**config.mk**
```make
export PLATFORM = sky130hd
export DESIGN_NAME = ctrl_pipe
export DESIGN_NICKNAME = d
export VERILOG_FILES = /design/src/rtl/ctrl_pipe.sv
export SDC_FILE = /design/constraint.sdc
export NUM_CORES = 1
export LEC_CHECK = 0
export BUFFER_PORTS_ARGS = -buffer_cell sky130_fd_sc_hd__buf_2
export CAP_MARGIN = 10
export CORE_MARGIN = 1
export CORE_UTILIZATION = 52
export DETAILED_ROUTE_END_ITERATION = 16
export GPL_TIMING_DRIVEN = 0
export PLACE_DENSITY = 0.89
export SLEW_MARGIN = 20
export SYNTH_ARGS = -nofsm -noshare
export SYNTH_HDL_FRONTEND = slang
export SYNTH_SLANG_ARGS = --single-unit
```
**constraint.sdc**
```tcl
create_clock -name CLK -period 2.66 [get_ports CLK]
set_input_delay 0.532 -clock CLK [delete_from_list [all_inputs] [get_ports CLK]]
set_output_delay 0.532 -clock CLK [all_outputs]
set_load 0.02 [all_outputs]
```
**src/rtl/ctrl_pipe.sv**
```systemverilog
// ctrl_pipe: pipelined control unit for the RISC-TOY core.
//
// The unit decodes the ID opcode into a control bundle. It then carries that
// bundle through the EX, MEM and WB pipeline registers. It also detects
// load-use hazards, squashes the ID instruction on a taken branch, flags
// illegal opcodes and counts stall cycles.
//
// Ports:
//   CLK, RST              clock (rising edge), asynchronous active-high reset
//   ID_Valid              ID holds a real instruction
//   ID_OpCode             opcode in ID (values >= 23 are illegal)
//   ID_Ra/ID_Rb           source addresses, qualified by ID_RaUsed/ID_RbUsed
//   ID_Rd                 destination address
//   BranchTaken           EX resolved a taken branch/jump this cycle
//   ID_ImmSel             combinational immediate select for ID
//   Stall                 hold PC/IF/ID this cycle
//   EX_*, MEM_*, WB_*     stage control bundles and destinations
//   IllegalOp             sticky: an illegal opcode entered EX
//   StallCnt              saturating count of Stall cycles
//
// Upstream contract: the ID instruction is consumed on a rising edge only
// when ID_Valid=1, Stall=0 and BranchTaken=0. While Stall=1, upstream must
// present the same instruction again. When BranchTaken=1, the ID instruction
// is dropped.
module ctrl_pipe #(
  parameter int OPW      = 5,
  parameter int REGW     = 5,
  parameter int LU_DEPTH = 1,
  parameter int CNT_W    = 16
) (
  input  logic             CLK,
  input  logic             RST,
  input  logic             ID_Valid,
  input  logic [OPW-1:0]   ID_OpCode,
  input  logic [REGW-1:0]  ID_Ra,
  input  logic [REGW-1:0]  ID_Rb,
  input  logic             ID_RaUsed,
  input  logic             ID_RbUsed,
  input  logic [REGW-1:0]  ID_Rd,
  input  logic             BranchTaken,
  output logic [1:0]       ID_ImmSel,
  output logic             Stall,
  output logic             EX_Valid,
  output logic             EX_Branch,
  output logic             EX_MemRead,
  output logic             EX_MemWrite,
  output logic             EX_RegWrite,
  output logic             EX_MemtoReg,
  output logic [REGW-1:0]  EX_Rd,
  output logic             MEM_Valid,
  output logic             MEM_MemRead,
  output logic             MEM_MemWrite,
  output logic             MEM_RegWrite,
  output logic             MEM_MemtoReg,
  output logic [REGW-1:0]  MEM_Rd,
  output logic             WB_RegWrite,
  output logic             WB_MemtoReg,
  output logic [REGW-1:0]  WB_Rd,
  output logic             IllegalOp,
  output logic [CNT_W-1:0] StallCnt
);

  // ---------------------------------------------------------------- decode
  logic [31:0] opVal;
  logic        decIllegal;
  logic        decBranch;
  logic        decMemRead;
  logic        decMemWrite;
  logic        decRegWrite;
  logic        decMemtoReg;

  assign opVal = 32'(ID_OpCode);

  always_comb begin
    ID_ImmSel   = 2'b00;
    decIllegal  = 1'b0;
    decBranch   = 1'b0;
    decMemRead  = 1'b0;
    decMemWrite = 1'b0;
    decRegWrite = 1'b0;
    decMemtoReg = 1'b0;
    if (opVal >= 32'd23) begin
      // Illegal opcodes decode to an all-zero bundle; only the flag is set.
      decIllegal = 1'b1;
    end else begin
      if (opVal <= 32'd3) begin
        ID_ImmSel = 2'b01;
      end else if (opVal <= 32'd16) begin
        ID_ImmSel = 2'b00;
      end else begin
        case (opVal)
          32'd17, 32'd18, 32'd20, 32'd22: ID_ImmSel = 2'b10;
          32'd19, 32'd21:                 ID_ImmSel = 2'b01;
          default:                        ID_ImmSel = 2'b00;
        endcase
      end
      decBranch   = (opVal >= 32'd15) && (opVal <= 32'd18);
      decMemRead  = (opVal == 32'd19) || (opVal == 32'd20);
      decMemtoReg = decMemRead;
      decMemWrite = (opVal == 32'd21) || (opVal == 32'd22);
      decRegWrite = !((opVal == 32'd15) || (opVal == 32'd17) ||
                      (opVal == 32'd21) || (opVal == 32'd22));
    end
  end

  // ---------------------------------------------------------------- hazards
  // Register 0 is hard-wired, so a load targeting it never creates a hazard.
  logic hazEX;
  logic hazMemTerm;
  logic hazMEM;
  logic enterEx;

  assign hazEX = ID_Valid && EX_Valid && EX_MemRead && (EX_Rd != '0) &&
                 ((ID_RaUsed && (ID_Ra == EX_Rd)) ||
                  (ID_RbUsed && (ID_Rb == EX_Rd)));

  assign hazMemTerm = ID_Valid && MEM_Valid && MEM_MemRead && (MEM_Rd != '0) &&
                      ((ID_RaUsed && (ID_Ra == MEM_Rd)) ||
                       (ID_RbUsed && (ID_Rb == MEM_Rd)));

  // A deeper check covers a load whose data is not forwardable out of MEM.
  assign hazMEM = (LU_DEPTH == 2) ? hazMemTerm : 1'b0;

  // A taken branch squashes ID anyway, so it overrides the stall.
  assign Stall = (hazEX || hazMEM) && !BranchTaken;

  // The ID instruction moves into EX only when it is real, not held and not squashed.
  assign enterEx = ID_Valid && !Stall && !BranchTaken;

  // ---------------------------------------------------------------- EX stage
  always_ff @(posedge CLK or posedge RST) begin
    if (RST) begin
      EX_Valid    <= 1'b0;
      EX_Branch   <= 1'b0;
      EX_MemRead  <= 1'b0;
      EX_MemWrite <= 1'b0;
      EX_RegWrite <= 1'b0;
      EX_MemtoReg <= 1'b0;
      EX_Rd       <= '0;
    end else if (enterEx) begin
      EX_Valid    <= 1'b1;
      EX_Branch   <= decBranch;
      EX_MemRead  <= decMemRead;
      EX_MemWrite <= decMemWrite;
      EX_RegWrite <= decRegWrite;
      EX_MemtoReg <= decMemtoReg;
      EX_Rd       <= ID_Rd;
    end else begin
      // A stall, a flush or an empty ID all become a bubble in EX.
      EX_Valid    <= 1'b0;
      EX_Branch   <= 1'b0;
      EX_MemRead  <= 1'b0;
      EX_MemWrite <= 1'b0;
      EX_RegWrite <= 1'b0;
      EX_MemtoReg <= 1'b0;
      EX_Rd       <= '0;
    end
  end

  // ---------------------------------------------------------------- MEM / WB
  // The downstream stages always advance, including during a stall.
  always_ff @(posedge CLK or posedge RST) begin
    if (RST) begin
      MEM_Valid    <= 1'b0;
      MEM_MemRead  <= 1'b0;
      MEM_MemWrite <= 1'b0;
      MEM_RegWrite <= 1'b0;
      MEM_MemtoReg <= 1'b0;
      MEM_Rd       <= '0;
      WB_RegWrite  <= 1'b0;
      WB_MemtoReg  <= 1'b0;
      WB_Rd        <= '0;
    end else begin
      MEM_Valid    <= EX_Valid;
      MEM_MemRead  <= EX_MemRead;
      MEM_MemWrite <= EX_MemWrite;
      MEM_RegWrite <= EX_RegWrite;
      MEM_MemtoReg <= EX_MemtoReg;
      MEM_Rd       <= EX_Rd;
      WB_RegWrite  <= MEM_RegWrite;
      WB_MemtoReg  <= MEM_MemtoReg;
      WB_Rd        <= MEM_Rd;
    end
  end

  // ---------------------------------------------------------------- status
  always_ff @(posedge CLK or posedge RST) begin
    if (RST) begin
      IllegalOp <= 1'b0;
      StallCnt  <= '0;
    end else begin
      if (enterEx && decIllegal) begin
        IllegalOp <= 1'b1;
      end
      if (Stall && (StallCnt != {CNT_W{1'b1}})) begin
        StallCnt <= StallCnt + CNT_W'(1);
      end
    end
  end

endmodule
```
==> results.txt <==
number of synthesized flops with an enable pin = 0
Synth async-reset ratio = 100%
Die X = 62.5 um
Sink Count = 43
DR vias = 1499
H-tree levels = 2
Synth Area in Adders = 0.658%
f_max = 0.403 GHz
Max FO, Critical Path = 8
Top delay family on crit path = flip-flops
WL final = 3.78 mm
CP peak stage delay = 0.46 ns
compound-cell area share of the yosys netlist = 6.78%
routed vias/inst = 5.15
GRT Util Overall = 21.8%
PnR worst setup slack = 0.177 ns
Reg2Reg Setup Slack = 0.69 ns
row cnt = 21
synthesis warning total = 0
DRC = 0
Power Total = 1.09 mW
Setup TNS = 0 ns
Levels on crit path = 5
sequential share of the synthesized area = 56.6%
Final Cycle Share = 93.4%
crit path capture type = output pin
minimum clock period = 2.48 ns
die area = 0.00390 mm^2
initial antenna violation count = 0
clock root buffer = clkbuf_4
Worst Reg-to-Reg Cells = 6
Routed Antenna Nets = 0
mean area per synthesized cell = 11.4 um^2
Die Ht = 62.5 um
clock skew = 0.00846 ns
post-place setup slack = 0.363 ns
critical path class = reg2out
Routed WL per cell = 13.0 um
Port-buffer cells = 70
CTS tree = done
largest net degree at the start of global routing = 34
area grow syn2layout = 25.3%
final setup fails = 0
Slew @ Worst Pin = 0.442 ns
RSZ-0062 raised after global routing = false
IO Pins = 74
Hold Buf Count CTS = 0
Pwr Density = 457 mW/mm^2
Mapped Area = 0.00190 mm^2
Inserted Clock Buffers = 5
Clk pin slew, worst setup/hold paths = 0.12 ns
Clock Latency Late Sink = 0.34 ns
max_cap viols = 0
Yosys reg bits = 43
peak supply drop = 0.318 mV
post-CTS sizing = 0
Crit path required time = 2.13 ns
Max-slew headroom = 70.5%
Worst path slowest cell = dfrtp_1
Worst Hold Slack = 0.100 ns
buffer and inverter count on the worst path = 1
Synth Instances = 166
share of cells above drive strength 1 = 38.8%
largest family of logic cells by synthesized area = simple AND/OR/NAND/NOR gates
Hold Crit Class = in2async
Final Net Count = 271
Leakage = 1.26 nW
Initial Util = 55.6%
Synth area leaders = dfrtp_1, xnor2_1, nand4_1
cell with the most instances after synthesis = dfrtp_1
Distinct cells, synth = 35
main flop type after synthesis = dfrtp_1
Slew Viols, Final = 0
core region area = 0.00342 mm^2
outcome = completed
1st-iter DRT viols = 63
CTS max path bufs = 2
xor/xnor cell area share of the yosys netlist = 12.0%
Mapped Nets = 193
GRT overflow = 0
Post-Synth Simple-Gate Area = 18.9%
Post-Route Utilization = 69.7%
hpwl dp = 2.99 mm
cell chain of the critical path = xnor2_1 > nand4_1 > o22ai_2 > and2_1 > buf_2
Commonest cells post-synth = dfrtp_1, xnor2_1, nand4_1, nor2_1, nand3_1
# Post-CTS Setup Buffers = 0
first drt pass iteration count = 4
vias in the first global route = 1495
top-area cell type share of the netlist area = 56.6%
post-synthesis mux area share = 1.38%
gp weighted congestion = 0.791
final hold violations = 0
ANT cells = 0
post-synth top area cell = dfrtp_1
CP startpoint kind = flop
WP data arrival = 1.95 ns
FILL cells = 285
global-route wire length before repair = 6.63 mm
[layout make-up]
type                       count  area, um^2  area share (%)
clock buffer                   5        37.5            1.58
inverter                       5        18.8           0.788
timing repair buffer          71         370            15.6
buffer                         9        51.3            2.15
sequential                    43        1080            45.2
tap                           46        57.6            2.42
clock inverter                 3        15.0           0.631
multi-input combinational    109         754            31.7
[per-stage QoR]
step	instance area (um^2)	instances
floorplan	1900	166
global placement	2310	282
detailed placement	2330	283
CTS	2380	291
global route	2380	291
finish	2380	291
[per-layer routing]
| layer | global-route usage [%] | vias to the layer above | share of wire (%) |
|---|---|---|---|
| li1 | - | 723 | - |
| met1 | 25.6 | 735 | 41 |
| met2 | 38.2 | 35 | 53 |
| met3 | 5.84 | 6 | 3.8 |
| met4 | 7.85 | 0 | 1.7 |
| met5 | 0 | - | 0 |
[worst register-to-register path: stages, from the launching register on]
cell and delay (ns):
dfrtp_1 0.45, ha_1 0.25, and4_1 0.20, buf_2 0.18, a41oi_4 0.34, nand2_2 0.13
mux2_4 0.32
[power by group]
part           internal (mW)  switching [mW]  leakage (nW)
sequential             0.668          0.0101         0.584
combinational         0.0484          0.0711         0.645
clock                 0.0986           0.193        0.0347
total                  0.815           0.274          1.26
[layout by cell type (no fill, tap or decap), types with 4 or more instances in the layout]
cell type	n
buf_2	72
nand4_1	11
nand3_1	10
nand2b_1	4
nor2_1	11
xnor2_1	25
clkbuf_4	5
nand2_1	8
a21oi_1	6
and3_1	6
dfrtp_1	43
and2_1	6
inv_1	4
clkbuf_1	4
[worst paths after layout]
kind / startpoint / end
setup / recovery: EX_Rd[0]$_DFF_PP0_ / Stall
hold / removal: RST / StallCnt[14]$_DFFE_PP0P_
setup reg to reg: StallCnt[0]$_DFFE_PP0P_ / StallCnt[1]$_DFFE_PP0P_
hold reg to reg: MEM_Rd[2]$_DFF_PP0_ / WB_Rd[2]$_DFF_PP0_
max in group asynchronous: RST / StallCnt[1]$_DFFE_PP0P_
min in group CLK: MEM_Rd[2]$_DFF_PP0_ / WB_Rd[2]$_DFF_PP0_
[flip-flops by register name, summed over array words and instances, names as in the netlist, 5 cells and up]
name / flops
WB_Rd: 5
StallCnt: 16
MEM_Rd: 5
EX_Rd: 5
[cells by family (layout without fill, tap and decap cells)]
| logic type | after synthesis | after routing |
|---|---|---|
| AOI/OAI and AO/OA | 15 | 15 |
| xor gates and xnor gates | 26 | 26 |
| adders and majority gates | 1 | 1 |
| buffers and inverters | 14 | 93 |
| DFF | 43 | 43 |
| muxes | 2 | 2 |
| and+or+nand+nor | 65 | 65 |
No activity file was read; power rests on OpenSTA's default activity.
